## src/rtl/ex_operand_stage.sv

```systemverilog
`default_nettype none
// ============================================================================
// Module   : ex_operand_stage
// Purpose  : ID/EX pipeline register and operand-select stage feeding the
//            32-bit ALU of the pipelined MIPS datapath. Registers decoded
//            instruction fields and the ALU-control decode. Forwards operands
//            from EX/MEM and MEM/WB. Converts load-use hazards into bubbles.
// Ports    :
//   clk, reset                 rising-edge clock, synchronous active-high reset
//   id_*                       decoded instruction fields from ID
//   flush                      squash the instruction entering EX
//   ex_hold                    downstream stall, freeze this stage
//   mem_regwrite/rd/result     EX/MEM forwarding source
//   wb_regwrite/rd/result      MEM/WB forwarding source
//   stall                      ID/IF must hold this cycle
//   ex_valid                   EX holds a real instruction
//   alu_ctl/a/b/shamt          ALU Aluctl, A, B, shift_amount
//   ex_store_data              forwarded rt for stores
//   ex_dest, ex_regwrite, ex_memread, ex_memwrite, ex_memtoreg
//                              control passed on to EX/MEM
// Revision : 1.0 - initial release
// ============================================================================
module ex_operand_stage (
  input  logic        clk,
  input  logic        reset,
  input  logic        id_valid,
  input  logic [31:0] id_rs_data,
  input  logic [31:0] id_rt_data,
  input  logic [31:0] id_imm,
  input  logic [4:0]  id_rs,
  input  logic [4:0]  id_rt,
  input  logic [4:0]  id_dest,
  input  logic [4:0]  id_shamt,
  input  logic [1:0]  id_aluop,
  input  logic [5:0]  id_funct,
  input  logic        id_alusrc,
  input  logic        id_regwrite,
  input  logic        id_memread,
  input  logic        id_memwrite,
  input  logic        id_memtoreg,
  input  logic        flush,
  input  logic        ex_hold,
  input  logic        mem_regwrite,
  input  logic [4:0]  mem_rd,
  input  logic [31:0] mem_result,
  input  logic        wb_regwrite,
  input  logic [4:0]  wb_rd,
  input  logic [31:0] wb_result,
  output logic        stall,
  output logic        ex_valid,
  output logic [3:0]  alu_ctl,
  output logic [31:0] alu_a,
  output logic [31:0] alu_b,
  output logic [4:0]  alu_shamt,
  output logic [31:0] ex_store_data,
  output logic [4:0]  ex_dest,
  output logic        ex_regwrite,
  output logic        ex_memread,
  output logic        ex_memwrite,
  output logic        ex_memtoreg
);

  // ALU control encodings understood by the downstream ALU.
  localparam logic [3:0] C_CTL_AND  = 4'd0;
  localparam logic [3:0] C_CTL_OR   = 4'd1;
  localparam logic [3:0] C_CTL_ADD  = 4'd2;
  localparam logic [3:0] C_CTL_SUB  = 4'd6;
  localparam logic [3:0] C_CTL_SLT  = 4'd7;
  localparam logic [3:0] C_CTL_SLL  = 4'd10;
  localparam logic [3:0] C_CTL_NOR  = 4'd12;
  localparam logic [3:0] C_CTL_NONE = 4'd15;

  localparam logic [1:0] C_ALUOP_ADD   = 2'b00;
  localparam logic [1:0] C_ALUOP_SUB   = 2'b01;
  localparam logic [1:0] C_ALUOP_RTYPE = 2'b10;
  localparam logic [1:0] C_ALUOP_OR    = 2'b11;

  localparam logic [5:0] C_FN_ADD = 6'h20;
  localparam logic [5:0] C_FN_SUB = 6'h22;
  localparam logic [5:0] C_FN_AND = 6'h24;
  localparam logic [5:0] C_FN_OR  = 6'h25;
  localparam logic [5:0] C_FN_NOR = 6'h27;
  localparam logic [5:0] C_FN_SLT = 6'h2A;
  localparam logic [5:0] C_FN_SLL = 6'h00;

  // --------------------------------------------------------------------------
  // Pipeline register state
  // --------------------------------------------------------------------------
  logic        valid_q,    valid_d;
  logic [31:0] rs_data_q,  rs_data_d;
  logic [31:0] rt_data_q,  rt_data_d;
  logic [31:0] imm_q,      imm_d;
  logic [4:0]  rs_q,       rs_d;
  logic [4:0]  rt_q,       rt_d;
  logic [4:0]  dest_q,     dest_d;
  logic [4:0]  shamt_q,    shamt_d;
  logic        alusrc_q,   alusrc_d;
  logic        regwrite_q, regwrite_d;
  logic        memread_q,  memread_d;
  logic        memwrite_q, memwrite_d;
  logic        memtoreg_q, memtoreg_d;
  logic [3:0]  alu_ctl_q,  alu_ctl_d;

  logic [3:0]  w_alu_ctl_dec;
  logic        w_load_use;
  logic [31:0] w_fwd_rs;
  logic [31:0] w_fwd_rt;

  // --------------------------------------------------------------------------
  // ALU control decode of the instruction currently in ID
  // --------------------------------------------------------------------------
  always_comb begin
    w_alu_ctl_dec = C_CTL_NONE;
    case (id_aluop)
      C_ALUOP_ADD: w_alu_ctl_dec = C_CTL_ADD;
      C_ALUOP_SUB: w_alu_ctl_dec = C_CTL_SUB;
      C_ALUOP_OR:  w_alu_ctl_dec = C_CTL_OR;
      C_ALUOP_RTYPE: begin
        case (id_funct)
          C_FN_ADD: w_alu_ctl_dec = C_CTL_ADD;
          C_FN_SUB: w_alu_ctl_dec = C_CTL_SUB;
          C_FN_AND: w_alu_ctl_dec = C_CTL_AND;
          C_FN_OR:  w_alu_ctl_dec = C_CTL_OR;
          C_FN_NOR: w_alu_ctl_dec = C_CTL_NOR;
          C_FN_SLT: w_alu_ctl_dec = C_CTL_SLT;
          C_FN_SLL: w_alu_ctl_dec = C_CTL_SLL;
          default:  w_alu_ctl_dec = C_CTL_NONE;
        endcase
      end
      default: w_alu_ctl_dec = C_CTL_NONE;
    endcase
  end

  // --------------------------------------------------------------------------
  // Load-use hazard: a load in EX whose destination is read by ID. A flush
  // already squashes the ID instruction, so no stall is needed then.
  // --------------------------------------------------------------------------
  always_comb begin
    w_load_use = valid_q && memread_q && (dest_q != 5'd0) && id_valid &&
                 ((dest_q == id_rs) || (dest_q == id_rt)) && !flush;
  end

  assign stall = w_load_use | ex_hold;

  // --------------------------------------------------------------------------
  // Next-state selection: flush > hold > load-use bubble > capture
  // --------------------------------------------------------------------------
  always_comb begin
    valid_d    = valid_q;
    rs_data_d  = rs_data_q;
    rt_data_d  = rt_data_q;
    imm_d      = imm_q;
    rs_d       = rs_q;
    rt_d       = rt_q;
    dest_d     = dest_q;
    shamt_d    = shamt_q;
    alusrc_d   = alusrc_q;
    regwrite_d = regwrite_q;
    memread_d  = memread_q;
    memwrite_d = memwrite_q;
    memtoreg_d = memtoreg_q;
    alu_ctl_d  = alu_ctl_q;

    if (flush || (!ex_hold && w_load_use)) begin
      // Bubble: every field cleared so nothing stale can be forwarded later.
      valid_d    = 1'b0;
      rs_data_d  = 32'd0;
      rt_data_d  = 32'd0;
      imm_d      = 32'd0;
      rs_d       = 5'd0;
      rt_d       = 5'd0;
      dest_d     = 5'd0;
      shamt_d    = 5'd0;
      alusrc_d   = 1'b0;
      regwrite_d = 1'b0;
      memread_d  = 1'b0;
      memwrite_d = 1'b0;
      memtoreg_d = 1'b0;
      alu_ctl_d  = 4'd0;
    end else if (!ex_hold) begin
      valid_d    = id_valid;
      rs_data_d  = id_rs_data;
      rt_data_d  = id_rt_data;
      imm_d      = id_imm;
      rs_d       = id_rs;
      rt_d       = id_rt;
      dest_d     = id_dest;
      shamt_d    = id_shamt;
      alusrc_d   = id_alusrc;
      regwrite_d = id_regwrite;
      memread_d  = id_memread;
      memwrite_d = id_memwrite;
      memtoreg_d = id_memtoreg;
      alu_ctl_d  = w_alu_ctl_dec;
    end
  end

  always_ff @(posedge clk) begin
    if (reset) begin
      valid_q    <= 1'b0;
      rs_data_q  <= 32'd0;
      rt_data_q  <= 32'd0;
      imm_q      <= 32'd0;
      rs_q       <= 5'd0;
      rt_q       <= 5'd0;
      dest_q     <= 5'd0;
      shamt_q    <= 5'd0;
      alusrc_q   <= 1'b0;
      regwrite_q <= 1'b0;
      memread_q  <= 1'b0;
      memwrite_q <= 1'b0;
      memtoreg_q <= 1'b0;
      alu_ctl_q  <= 4'd0;
    end else begin
      valid_q    <= valid_d;
      rs_data_q  <= rs_data_d;
      rt_data_q  <= rt_data_d;
      imm_q      <= imm_d;
      rs_q       <= rs_d;
      rt_q       <= rt_d;
      dest_q     <= dest_d;
      shamt_q    <= shamt_d;
      alusrc_q   <= alusrc_d;
      regwrite_q <= regwrite_d;
      memread_q  <= memread_d;
      memwrite_q <= memwrite_d;
      memtoreg_q <= memtoreg_d;
      alu_ctl_q  <= alu_ctl_d;
    end
  end

  // --------------------------------------------------------------------------
  // Forwarding: the younger EX/MEM result wins over MEM/WB; $0 is hard-wired
  // to zero and must never pick up a forwarded value.
  // --------------------------------------------------------------------------
  always_comb begin
    w_fwd_rs = rs_data_q;
    if (mem_regwrite && (mem_rd == rs_q) && (rs_q != 5'd0)) begin
      w_fwd_rs = mem_result;
    end else if (wb_regwrite && (wb_rd == rs_q) && (rs_q != 5'd0)) begin
      w_fwd_rs = wb_result;
    end
  end

  always_comb begin
    w_fwd_rt = rt_data_q;
    if (mem_regwrite && (mem_rd == rt_q) && (rt_q != 5'd0)) begin
      w_fwd_rt = mem_result;
    end else if (wb_regwrite && (wb_rd == rt_q) && (rt_q != 5'd0)) begin
      w_fwd_rt = wb_result;
    end
  end

  // --------------------------------------------------------------------------
  // Operand select; sll shifts rt, so rt is routed onto the A port.
  // --------------------------------------------------------------------------
  assign alu_a         = (alu_ctl_q == C_CTL_SLL) ? w_fwd_rt : w_fwd_rs;
  assign alu_b         = alusrc_q ? imm_q : w_fwd_rt;
  assign ex_store_data = w_fwd_rt;
  assign alu_shamt     = shamt_q;
  assign alu_ctl       = alu_ctl_q;
  assign ex_valid      = valid_q;
  assign ex_dest       = dest_q;
  assign ex_regwrite   = regwrite_q;
  assign ex_memread    = memread_q;
  assign ex_memwrite   = memwrite_q;
  assign ex_memtoreg   = memtoreg_q;

endmodule
`default_nettype wire

```

## config.mk

```make
export PLATFORM = sky130hd
export DESIGN_NAME = ex_operand_stage
export DESIGN_NICKNAME = d
export VERILOG_FILES = /design/src/rtl/ex_operand_stage.sv
export SDC_FILE = /design/constraint.sdc
export NUM_CORES = 1
export LEC_CHECK = 0
export BUFFER_PORTS_ARGS = -buffer_cell sky130_fd_sc_hd__buf_2
export CORE_AREA = 2 2 125 127
export CTS_BUF_LIST = sky130_fd_sc_hd__clkbuf_16
export DETAILED_ROUTE_END_ITERATION = 12
export DIE_AREA = 0 0 127 129
export GPL_ROUTABILITY_DRIVEN = 0
export PLACE_DENSITY = 0.77
export SYNTH_ARGS = -nofsm -noshare
export SYNTH_HDL_FRONTEND = slang
export SYNTH_SLANG_ARGS = --single-unit
```

## constraint.sdc

```tcl
create_clock -name clk -period 5.1 [get_ports clk]
set_input_delay 0.765 -clock clk [delete_from_list [all_inputs] [get_ports clk]]
set_output_delay 0.765 -clock clk [all_outputs]
set_load 0.01 [all_outputs]
```

==> summary.txt <==
Outcome
  – Status: complete, no violations

Flow run
  – Maxcap violations: 0

Synth
  – EDFF count, synth: 0
  – Xor-xnor portion of the synthesized cell area: 3.98%
  – Seq/Total Area, Yosys: 38.2%
  – Yosys cell types: 37
  – Synthesized area: 6610 um2
  – Simple-Gate Fraction of Synth Area: 13.6%
  – Synth Instances: 751
  – Synth warn: 0
  – Post-synth ARST share: 0%
  – Adder-cell share of the synthesized area: 0.151%
  – Syn Nets: roughly 960
  – Synthesized flop and latch total: 126
  – Multiplexer area fraction after synthesis: around 18%
  – Avg Cell Area, Syn: 8.80 um2
  – Compound-gate portion of the synthesized area: 21.5%
  – Largest family of logic cells by synthesized area: compound AO/OA/AOI/OAI gates
  – Ys flop type: dfxtp_1

Placed design
  – Worst slack at placement: 1250 ps
  – IO Port Bufs: 325
  – Placed Cells: 1209
  – DP HPWL: 16200 um

STA
  – Period utilization: 78.6%
  – Slew @ Worst Pin: 956 ps
  – Worst slew margin: 36.3%
  – Final count of pins violating max slew: 0
  – Worst hold slack: roughly 500 ps
  – FMAX: about 0.25 GHz
  – Post-layout minimum cycle time: 4010 ps
  – Final TNS setup: 0 ps
  – Unrepaired setup endpoints after global routing: false
  – Endpoints failing setup: 0
  – Setup ws final: 1090 ps
  – Clk_skew: a little under 8 ps
  – Final hold violations: 0

Clock tree
  – CTS root buf: clkbuf_16
  – TritonCTS clock tree: done
  – Post-CTS sizing: 0
  – Worst-skew pair later-pin latency: 420 ps
  – TritonCTS Sinks: about 130
  – H-tree depth: 4
  – Num CTS Buffers: 17
  – CTS max path bufs: 2
  – Post-CTS setup buffers: 0
  – Hold-fix buffers, CTS: 0
  – Clock-pin slew on the worst setup and hold paths: around 60 ps

Floorplan
  – Die area: 16400 um2
  – Die Y: 129 um
  – Placement Rows: 45
  – Die Wd: 127 um
  – Io pins: 326
  – Total core area: 15000 um2
  – Starting Density: between 40% and 50%

Finish
  – Reg area: 2520 um2
  – Final std cells w/o fill: 1242
  – Multi-input gate area in the final layout: 3830 um2
  – Area Growth Syn to Fin: 34.6%
  – Util after Layout: 59.4%
  – FILL cells: around 1300
  – Share of layout cells above drive strength 1: 44.1%
  – Nets: ~1300

Setup path
  – Crit Path Class: flip-flop to output port
  – Maximum fanout along the worst path: 35
  – Critical Path RT: 4340 ps
  – Worst path arrival time: 3240 ps
  – Crit start category: flip-flop
  – Crit path capture type: output port

Routing
  – 1st-iter DRT viols: 469
  – Routed len/inst: 18.7 um
  – Routed Antenna Nets: 0
  – Via density: 5.71
  – Detailed Routing Iterations Pass 1: 4
  – Vias post-DR: approximately 7100
  – Routed WL: ~23000 um
  – Residual DRC count: 0

Min path
  – Worst Hold Class: flip-flop to flip-flop

Global routing
  – First-pass GRT wire length: 34900 um
  – Initial antenna violation count: 1
  – Vias in the first global route: 6786
  – Largest net degree at the start of global routing: roughly 80
  – Tot GR Track Use: between 20% and 30%
  – Total grt overflow: 0

Pwr
  – Leakage: 4.18 nW
  – Power Density: between 200 and 300 nW/um2
  – Peak VDD IR: 0.240 mV
-- report_power, final --
part	internal, mW	switching, mW	total (mW)
clock network	0.707	0.448	1.16
registers	1.02	0.0250	1.04
logic	0.170	0.182	0.351
total	1.89	0.655	2.55
-- cells by family after synthesis --
family | after synthesis
AND/OR/NAND/NOR | 223
AO/OA/AOI/OAI | 201
flip-flops | 126
multiplexers | 97
buffers and inverters | 73
XOR/XNOR | 30
adder cells (fa/ha/maj) | 1
-- state kept, by name (all words and copies together) (netlist names) --
signal and flops:
ex_regwrite 1, rs_q 5, rs_data_q 32, ex_memwrite 1, ex_dest 5, imm_q 32, alusrc_q 1, ex_valid 1
rt_q 5, alu_ctl 4, rt_data_q 32, ex_memread 1, ex_memtoreg 1, alu_shamt 5
-- path summary, 6_finish.rpt --
path / from / end / slack, ps / cells past startpoint
worst max-delay path: rt_q[0] / alu_a[19] / 1090 / 8
worst min-delay path: alu_shamt[3] / alu_shamt[3] / 500 / 2
worst max register to register: ex_dest[1] / rt_data_q[28] / 3030 / 7
worst min register to register: alu_shamt[3] / alu_shamt[3] / 500 / 2
-- through the flow --
step                area [um2]  power [mW]
global route              8890        2.64
floorplan                 6610        1.24
CTS                       8890        2.56
detailed placement        8330        1.41
finish                    8900        2.55
global placement          8330        1.40
-- cells in the final DEF (no fill, tap or decap), drive strengths merged, types with 4 or more instances in the layout --
cell type / netlist / final
a21oi: 5 / 5
nor2: 134 / 134
a31oi: 30 / 30
clkinvlp: 0 / 4
xnor2: 26 / 26
clkinv: 0 / 4
a22oi: 124 / 124
o22ai: 33 / 33
nor3: 4 / 4
nand4: 4 / 4
dfxtp: 126 / 126
nand2: 68 / 68
mux2: 92 / 92
buf: 11 / 337
inv: 6 / 11
mux2i: 5 / 5
xor2: 4 / 4
clkbuf: 56 / 17
-- Yosys cell counts, types with 2 or more instances --
| cell | n | area, um2 |
|---|---|---|
| nand2_1 | 68 | 255 |
| a22oi_1 | 124 | 931 |
| mux2_2 | 64 | 721 |
| a32oi_1 | 2 | 17.5 |
| clkbuf_1 | 56 | 210 |
| nor2_1 | 133 | 499 |
| a21oi_1 | 5 | 25.0 |
| nand4_1 | 4 | 25.0 |
| a221oi_1 | 2 | 17.5 |
| a31oi_1 | 30 | 188 |
| xor2_1 | 4 | 35.0 |
| dfxtp_1 | 126 | 2520 |
| nor3_1 | 4 | 20.0 |
| mux2_4 | 28 | 420 |
| buf_6 | 3 | 33.8 |
| o21ai_0 | 2 | 10.0 |
| or4_1 | 2 | 15.0 |
| xnor2_1 | 26 | 228 |
| nand3_1 | 2 | 10.0 |
| buf_1 | 4 | 15.0 |
| buf_2 | 4 | 20.0 |
| inv_1 | 6 | 22.5 |
| o22ai_1 | 33 | 206 |
| mux2i_1 | 5 | 50.1 |
| or3_1 | 2 | 12.5 |
-- worst max-delay path: stages, from the launching register on --
cell and delay [ps]:
dfxtp_1 360, or4_1 550, nor2_2 210, or3_2 780
nand2_1 150, buf_4 280, o22ai_1 150, a31oi_1 80
buf_2 220
-- final cells by class --
class | count | share of cell area, %
multi-input cells | 552 | 43.1
inverters | 6 | 0.253
flip-flops and latches | 126 | 28.4
clock buffers | 17 | 4.78
diodes | 1 | 0.0281
well taps | 188 | 2.64
clock inverters | 15 | 1.52
repair buffers | 337 | 19.3
-- routing by layer --
layer	vias up	track usage, %	wire, um
met4	2	10.2	569
met2	331	46.3	11300
met3	44	8.48	1950
met1	3389	31.9	9390
li1	3320	-	-
met5	-	0	13
(Power assumes the default switching activity.)
